$ cat src/rtl/clint_pkg.sv
// Shared register map, CTRL field positions and reset constants for the CLINT timer.
package clint_pkg;

    localparam logic [4:0] CLINT_MTIME_LO    = 5'h00;
    localparam logic [4:0] CLINT_MTIME_HI    = 5'h04;
    localparam logic [4:0] CLINT_MTIMECMP_LO = 5'h08;
    localparam logic [4:0] CLINT_MTIMECMP_HI = 5'h0C;
    localparam logic [4:0] CLINT_MSIP        = 5'h10;
    localparam logic [4:0] CLINT_CTRL        = 5'h14;

    localparam int unsigned CLINT_CTRL_EN_BIT       = 0;
    localparam int unsigned CLINT_CTRL_PRESCALE_LSB = 8;

    localparam logic [63:0] CLINT_MTIMECMP_RESET = '1;

endpackage

$ cat src/rtl/clint_prescaler.sv
// Tick prescaler: emits one tick every PRESCALE+1 enabled cycles; clear restarts the count.
module clint_prescaler #(
    parameter int unsigned WIDTH = 8
) (
    input  logic             clk,
    input  logic             reset,
    input  logic             i_enable,
    input  logic             i_clear,
    input  logic [WIDTH-1:0] i_prescale,
    output logic             o_tick
);

    logic [WIDTH-1:0] r_count;
    logic             w_wrap;

    assign w_wrap = (r_count == i_prescale);
    // A clear cycle never ticks, so a CTRL write always starts a full period.
    assign o_tick = i_enable && !i_clear && w_wrap;

    always_ff @(posedge clk) begin
        if (reset) begin
            r_count <= '0;
        end else if (i_clear) begin
            r_count <= '0;
        end else if (i_enable) begin
            if (w_wrap) begin
                r_count <= '0;
            end else begin
                r_count <= r_count + 1'b1;
            end
        end
    end

endmodule

$ cat src/rtl/clint_timer.sv
// Memory-mapped machine timer / software interrupt source (MTIME, MTIMECMP, MSIP, CTRL).
// Optional CLINT_TIMER_HI_LATCH_EN: MTIME_LO reads snapshot MTIME_HI for atomic LO/HI pairs.
module clint_timer
    import clint_pkg::*;
#(
    parameter logic [31:0] BASE_ADDR      = 32'h0000_0000,
    parameter int unsigned PRESCALE_WIDTH = 8
) (
    input  logic        clk,
    input  logic        reset,
    input  logic        bus_read,
    input  logic        bus_write,
    input  logic [31:0] bus_address,
    input  logic [31:0] bus_write_data,
    output logic [31:0] bus_read_data,
    output logic        bus_ack,
    output logic        interruption_request_timer,
    output logic        interruption_request_software,
    output logic [63:0] time_value
);

    logic [63:0]               r_mtime;
    logic [63:0]               r_mtimecmp;
    logic                      r_msip;
    logic                      r_enable;
    logic [PRESCALE_WIDTH-1:0] r_prescale;
    logic                      r_ack;
    logic [31:0]               r_rdata;
    logic                      r_irq_timer;
`ifdef CLINT_TIMER_HI_LATCH_EN
    logic [31:0]               r_mtime_hi_shadow;
`endif

    logic        w_hit;
    logic [4:0]  w_offset;
    logic        w_wr;
    logic        w_rd;
    logic        w_tick;
    logic        w_ctrl_wr;
    logic        w_mtime_lo_wr;
    logic        w_mtime_hi_wr;
    logic [31:0] w_rdata_mux;
    logic [31:0] w_ctrl_value;
    logic        w_unused;

    assign w_unused      = ^bus_address[1:0];
    assign w_hit         = (bus_address[31:5] == BASE_ADDR[31:5]);
    assign w_offset      = {bus_address[4:2], 2'b00};
    assign w_wr          = w_hit && bus_write;
    // A combined read+write strobe is treated as a write that returns zero data.
    assign w_rd          = w_hit && bus_read && !bus_write;
    assign w_ctrl_wr     = w_wr && (w_offset == CLINT_CTRL);
    assign w_mtime_lo_wr = w_wr && (w_offset == CLINT_MTIME_LO);
    assign w_mtime_hi_wr = w_wr && (w_offset == CLINT_MTIME_HI);

    clint_prescaler #(
        .WIDTH(PRESCALE_WIDTH)
    ) u_prescaler (
        .clk       (clk),
        .reset     (reset),
        .i_enable  (r_enable),
        .i_clear   (w_ctrl_wr),
        .i_prescale(r_prescale),
        .o_tick    (w_tick)
    );

    always_comb begin
        w_ctrl_value = '0;
        w_ctrl_value[CLINT_CTRL_EN_BIT] = r_enable;
        w_ctrl_value[CLINT_CTRL_PRESCALE_LSB +: PRESCALE_WIDTH] = r_prescale;
    end

    always_comb begin
        w_rdata_mux = '0;
        case (w_offset)
            CLINT_MTIME_LO:    w_rdata_mux = r_mtime[31:0];
`ifdef CLINT_TIMER_HI_LATCH_EN
            CLINT_MTIME_HI:    w_rdata_mux = r_mtime_hi_shadow;
`else
            CLINT_MTIME_HI:    w_rdata_mux = r_mtime[63:32];
`endif
            CLINT_MTIMECMP_LO: w_rdata_mux = r_mtimecmp[31:0];
            CLINT_MTIMECMP_HI: w_rdata_mux = r_mtimecmp[63:32];
            CLINT_MSIP:        w_rdata_mux = {31'd0, r_msip};
            CLINT_CTRL:        w_rdata_mux = w_ctrl_value;
            default:           w_rdata_mux = '0;
        endcase
    end

    always_ff @(posedge clk) begin
        if (reset) begin
            r_mtime     <= '0;
            r_mtimecmp  <= CLINT_MTIMECMP_RESET;
            r_msip      <= 1'b0;
            r_enable    <= 1'b1;
            r_prescale  <= '0;
            r_ack       <= 1'b0;
            r_rdata     <= '0;
            r_irq_timer <= 1'b0;
        end else begin
            r_ack       <= w_hit && (bus_read || bus_write);
            r_rdata     <= w_rd ? w_rdata_mux : '0;
            r_irq_timer <= (r_mtime >= r_mtimecmp);

            // Software writes to either MTIME half take priority over the tick.
            if (w_mtime_lo_wr || w_mtime_hi_wr) begin
                if (w_mtime_lo_wr) r_mtime[31:0]  <= bus_write_data;
                if (w_mtime_hi_wr) r_mtime[63:32] <= bus_write_data;
            end else if (w_tick) begin
                r_mtime <= r_mtime + 64'd1;
            end

            if (w_wr) begin
                case (w_offset)
                    CLINT_MTIMECMP_LO: r_mtimecmp[31:0]  <= bus_write_data;
                    CLINT_MTIMECMP_HI: r_mtimecmp[63:32] <= bus_write_data;
                    CLINT_MSIP:        r_msip            <= bus_write_data[0];
                    CLINT_CTRL: begin
                        r_enable   <= bus_write_data[CLINT_CTRL_EN_BIT];
                        r_prescale <= bus_write_data[CLINT_CTRL_PRESCALE_LSB +: PRESCALE_WIDTH];
                    end
                    default: ;
                endcase
            end
        end
    end

`ifdef CLINT_TIMER_HI_LATCH_EN
    always_ff @(posedge clk) begin
        if (reset) begin
            r_mtime_hi_shadow <= '0;
        end else if (w_rd && (w_offset == CLINT_MTIME_LO)) begin
            r_mtime_hi_shadow <= r_mtime[63:32];
        end
    end
`endif

    assign bus_ack                       = r_ack;
    assign bus_read_data                 = r_rdata;
    assign interruption_request_timer    = r_irq_timer;
    assign interruption_request_software = r_msip;
    assign time_value                    = r_mtime;

endmodule
$ cat config.mk
export PLATFORM = sky130hd
export DESIGN_NAME = clint_timer
export DESIGN_NICKNAME = d
export VERILOG_FILES = /design/src/rtl/clint_pkg.sv /design/src/rtl/clint_prescaler.sv /design/src/rtl/clint_timer.sv
export SDC_FILE = /design/constraint.sdc
export NUM_CORES = 1
export LEC_CHECK = 0
export ABC_AREA = 1
export CELL_PAD_IN_SITES_DETAIL_PLACEMENT = 1
export CELL_PAD_IN_SITES_GLOBAL_PLACEMENT = 1
export CORE_ASPECT_RATIO = 1.25
export CORE_MARGIN = 3
export CORE_UTILIZATION = 39
export CTS_CLUSTER_DIAMETER = 60
export DETAILED_ROUTE_END_ITERATION = 8
export PLACE_DENSITY = 0.91
export SLEW_MARGIN = 15
export SYNTH_ARGS = -nofsm -noshare
export SYNTH_HDL_FRONTEND = slang
export SYNTH_SLANG_ARGS = --single-unit
$ cat constraint.sdc
create_clock -name clk -period 2.7 [get_ports clk]
set_input_delay 0.81 -clock clk [delete_from_list [all_inputs] [get_ports clk]]
set_output_delay 0.81 -clock clk [all_outputs]
set_load 0.01 [all_outputs]
==> results by group <==
Timing
  • Transition time at the pin with the least slew margin: 0.788 ns
  • Worst Hold Slack: ~0.48 ns
  • Pins over their slew limit: 0
  • Clock Skews: roughly 0.014 ns
  • Fmax: a little under 0.4 GHz
  • Final hold violation count: 0
  • Setup repair after global routing missed its margin: no
  • Setup TNS after final layout: 0 ns
  • Crit path time final: between 2 and 3 ns
  • Final period util: between 90% and 100%
  • Final setup viols: 0
  • Worst rel slew slack: ~47%

Layout
  • Final core occ: between 50% and 60%
  • Number of antenna repair diodes: 0
  • Share of post-route cells with drive strength above 1: under 10%
  • Area grow syn2layout: 27.4%
  • Final net count: 2134
  • FILL cells: between 3000 and 4000

Synthesis
  • Unique masters post-synth: 42
  • Number of synthesized register bits: 180
  • Yosys warning count: 0
  • Cell type with the largest total area after synthesis: sky130_fd_sc_hd__dfxtp_1
  • Synthesized netlist cell count: 1816
  • Nets in the synthesized netlist: 1950
  • Mapped cell area: 0.0116 mm²
  • Sequential area share after synthesis: a little under a third
  • Average footprint of a synthesized cell: roughly 6.4 µm²
  • Biggest area contributors in the synthesized netlist: sky130_fd_sc_hd__dfxtp_1 31%, sky130_fd_sc_hd__nand2_1 19%, sky130_fd_sc_hd__nor2_1 8.6%, sky130_fd_sc_hd__ha_1 7.1%, sky130_fd_sc_hd__inv_1 6.0%
  • Area share of the largest cell type after synthesis: between 30% and 40%

Run status
  • Status: complete, no violations

Critical path
  • Data required time at the worst endpoint: about 1.9 ns
  • Beginning of the worst register-to-register path: time_value[1]$_SDFFE_PP0P_
  • Endpoint of the worst setup timing path: time_value[40]
  • Worst Reg-to-Reg Cells: 11
  • Crit path from: time_value[40]$_SDFFE_PP0P_
  • Register-to-register setup slack: between 0.1 and 0.15 ns
  • Slowest CP cell: sky130_fd_sc_hd__dfxtp_1
  • Startpoint type of the worst setup path: flop
  • Count of cell instances traversed by the critical path: 1
  • Cell-by-cell listing of the critical path: clkdlybuf4s50_1
  • Classification of the worst setup path: flop to primary output
  • Worst path arrival time: ~1.8 ns
  • Delay of the slowest critical-path stage: ~0.66 ns
  • CP top delay family: flip-flops
  • Number of buffers and inverters on the critical path: 1
  • Maximum fanout encountered on the critical timing path: 7
  • Element type at the critical path end: primary output
  • Worst R2R End: time_value[39]$_SDFFE_PP0P_

Clock tree
  • Number of H-tree levels: 4
  • Clk sinks: 180
  • Number of hold-repair buffers added at the cts stage: 0
  • CTS clock-pin slew for the worst setup and hold paths: approximately 0.080 ns
  • Deepest clock path buffer count: 2
  • Worst-skew pair later-pin latency: between 0.4 and 0.5 ns
  • CTS buffer count: 17
  • Number of setup buffers added after CTS: 0
  • Gates resized, CTS repair: 0
  • Root buf cell: sky130_fd_sc_hd__clkbuf_16
  • Clock tree from TritonCTS: yes

Run
  • Max-cap viol count: 0

Placed design
  • Buffers added on ports: around 160
  • Placed wire-length estimate: a little under 40000 µm
  • GP Congestion: between 0.9 and 1

Routing
  • Count of unresolved DRC violations after routing: 0
  • 1st-iter DRT viols: between 800 and 900
  • Detailed-router iteration count before antenna repair: 5
  • Post-DR vias/cell: roughly 5.6
  • Number of vias after detailed routing: around 14000
  • Wirelength, routed: 51800 µm
  • Antenna Violating Nets Remaining: 0
  • Wire length per cell: between 20 and 25 µm

Die
  • Area of the core: between 0.02 and 0.03 mm²
  • Number of top-level design ports: around 170
  • Initial Util: 40.2%
  • Die width: 160 µm
  • Std cell rows: approximately 70
  • Chip height: between 150 and 200 µm
  • Die ar.: 0.0319 mm²

Global route
  • Pin count of the biggest net entering global routing: 65
  • GR Overflow Total: 0
  • First-pass GRT wire length: about 81000 µm
  • Antenna violations before repair: 1
  • Number of global-route vias before repair: ~15000
  • Total global routing track utilization: between 30 and 40%

Pwr
  • Worst voltage drop across the vdd grid: 0.000387 V
  • Reported leakage power: between 6 and 7 nW
  • Pwr dens: 598 mW/mm²

Worst hold path
  • Worst min-delay path category: flop to flop
  • Min-delay src: interruption_request_software$_SDFFE_PP0P_
==> worst min-delay path by stage <==
stage / end / slack, ns / cells past startpoint
after floorplan: r_prescale[7]$_SDFFE_PP0P_ / 0.46 / 2
after global placement: interruption_request_software$_SDFFE_PP0P_ / 0.45 / 2
after detailed placement: interruption_request_software$_SDFFE_PP0P_ / 0.47 / 2
after CTS: interruption_request_software$_SDFFE_PP0P_ / 0.49 / 2
after global routing: interruption_request_software$_SDFFE_PP0P_ / 0.51 / 2
final: interruption_request_software$_SDFFE_PP0P_ / 0.48 / 2
==> synthesized netlist by cell type <==
master,instances
sky130_fd_sc_hd__o2111ai_1,3
sky130_fd_sc_hd__a22oi_1,4
sky130_fd_sc_hd__and2_1,5
sky130_fd_sc_hd__o21a_1,1
sky130_fd_sc_hd__inv_1,185
sky130_fd_sc_hd__a21o_1,1
sky130_fd_sc_hd__nor2_4,3
sky130_fd_sc_hd__xnor2_1,6
sky130_fd_sc_hd__xor2_1,36
sky130_fd_sc_hd__ha_1,66
sky130_fd_sc_hd__o21bai_2,1
sky130_fd_sc_hd__nand3_2,4
sky130_fd_sc_hd__nand3b_1,4
sky130_fd_sc_hd__buf_4,5
sky130_fd_sc_hd__nor3b_2,1
sky130_fd_sc_hd__nand3b_2,1
sky130_fd_sc_hd__nor3_1,9
sky130_fd_sc_hd__nor3_4,1
sky130_fd_sc_hd__buf_1,3
sky130_fd_sc_hd__o21ai_1,1
sky130_fd_sc_hd__inv_2,4
sky130_fd_sc_hd__nand3_1,111
sky130_fd_sc_hd__nor3_2,1
sky130_fd_sc_hd__o22ai_1,17
sky130_fd_sc_hd__nand2_2,1
sky130_fd_sc_hd__dfxtp_1,180
sky130_fd_sc_hd__buf_6,3
sky130_fd_sc_hd__clkbuf_1,30
sky130_fd_sc_hd__a41oi_1,14
sky130_fd_sc_hd__nand4_1,16
sky130_fd_sc_hd__o211ai_1,65
sky130_fd_sc_hd__a221oi_1,15
sky130_fd_sc_hd__or2_2,1
sky130_fd_sc_hd__o21ai_0,40
sky130_fd_sc_hd__a21oi_1,87
sky130_fd_sc_hd__nor2_2,6
sky130_fd_sc_hd__o221ai_1,1
sky130_fd_sc_hd__buf_2,39
sky130_fd_sc_hd__o211ai_2,1
sky130_fd_sc_hd__nor3b_1,2
sky130_fd_sc_hd__nand2_1,577
sky130_fd_sc_hd__nor2_1,265
==> report_power, final <==
| part | leakage (nW) | internal, W | switching [W] |
|---|---|---|---|
| sequential | 1.46 | 0.00290 | 0.000570 |
| combinational | 4.81 | 0.00121 | 0.00153 |
| clock | 0.284 | 0.00141 | 0.00123 |
==> area by class of cell <==
type                       count  area, µm²  share of cell area [%]
clock buffer                  19        443                    3.00
clock inverter                13        150                    1.02
inverter                     189        712                    4.82
multi-input combinational   1367       6930                    46.8
sequential                   180       3600                    24.4
tap                          390        488                    3.30
timing repair buffer         245       2460                    16.7
==> cell families (layout without fill, tap and decap cells) <==
kind of cell	count (synthesis)	count (layout)	synth area share (%)
xor gates and xnor gates	42	42	3.17
and+or+nand+nor	1008	1008	35.4
buffers and inverters	269	466	9.48
adders and majority gates	66	66	7.12
AOI/OAI and AO/OA	251	251	13.7
DFF	180	180	31.1
==> stage by stage <==
| stage | power, W | area (µm²) | setup slack (ns) | instances |
|---|---|---|---|---|
| after global routing | 0.00926 | 14800 | 0.0111 | 2403 |
| after detailed placement | 0.00616 | 14200 | -0.177 | 2371 |
| after CTS | 0.00883 | 14800 | 0.0971 | 2403 |
| final | 0.00884 | 14800 | 0.120 | 2403 |
| after floorplan | 0.00477 | 11600 | 0.518 | 1816 |
| after global placement | 0.00599 | 14200 | -0.0517 | 2371 |
==> sequential cells by signal (all words and copies together), names as in the netlist <==
name	flops
interruption_request_timer	1
interruption_request_software	1
r_mtimecmp	64
bus_read_data	32
r_prescale	8
bus_ack	1
r_enable	1
time_value	64
u_prescaler.r_count	8
==> per-layer routing <==
layer	track usage [%]	vias up	part of all wire, %
li1	-	6240	-
met1	37.2	6607	40
met2	57.1	523	49
met3	4.81	168	5.1
met4	18.3	2	5.4
met5	0	-	0.025
==> placed cells by master, fill, tap and decap left out, types with 3 or more instances in the layout <==
cell type                         instances
sky130_fd_sc_hd__a22oi_1                  4
sky130_fd_sc_hd__a41oi_1                 14
sky130_fd_sc_hd__clkdlybuf4s50_1        164
sky130_fd_sc_hd__nand4_1                 16
sky130_fd_sc_hd__inv_2                    4
sky130_fd_sc_hd__o211ai_1                65
sky130_fd_sc_hd__nor3_1                   9
sky130_fd_sc_hd__clkinvlp_4               3
sky130_fd_sc_hd__clkbuf_16               17
sky130_fd_sc_hd__o22ai_1                 17
sky130_fd_sc_hd__o2111ai_1                3
sky130_fd_sc_hd__xnor2_1                  6
sky130_fd_sc_hd__buf_12                  17
sky130_fd_sc_hd__nand2_1                577
sky130_fd_sc_hd__nor2_1                 265
sky130_fd_sc_hd__nand3b_1                 4
sky130_fd_sc_hd__nor2_2                   6
sky130_fd_sc_hd__inv_1                  184
sky130_fd_sc_hd__a21oi_1                 87
sky130_fd_sc_hd__and2_1                   5
sky130_fd_sc_hd__nand3_1                110
sky130_fd_sc_hd__ha_1                    66
sky130_fd_sc_hd__buf_4                   64
sky130_fd_sc_hd__nand3_2                  4
sky130_fd_sc_hd__nor2_4                   3
sky130_fd_sc_hd__dfxtp_1                180
sky130_fd_sc_hd__a221oi_1                15
sky130_fd_sc_hd__o21ai_0                 40
sky130_fd_sc_hd__xor2_1                  36
(Power assumes the default switching activity.)
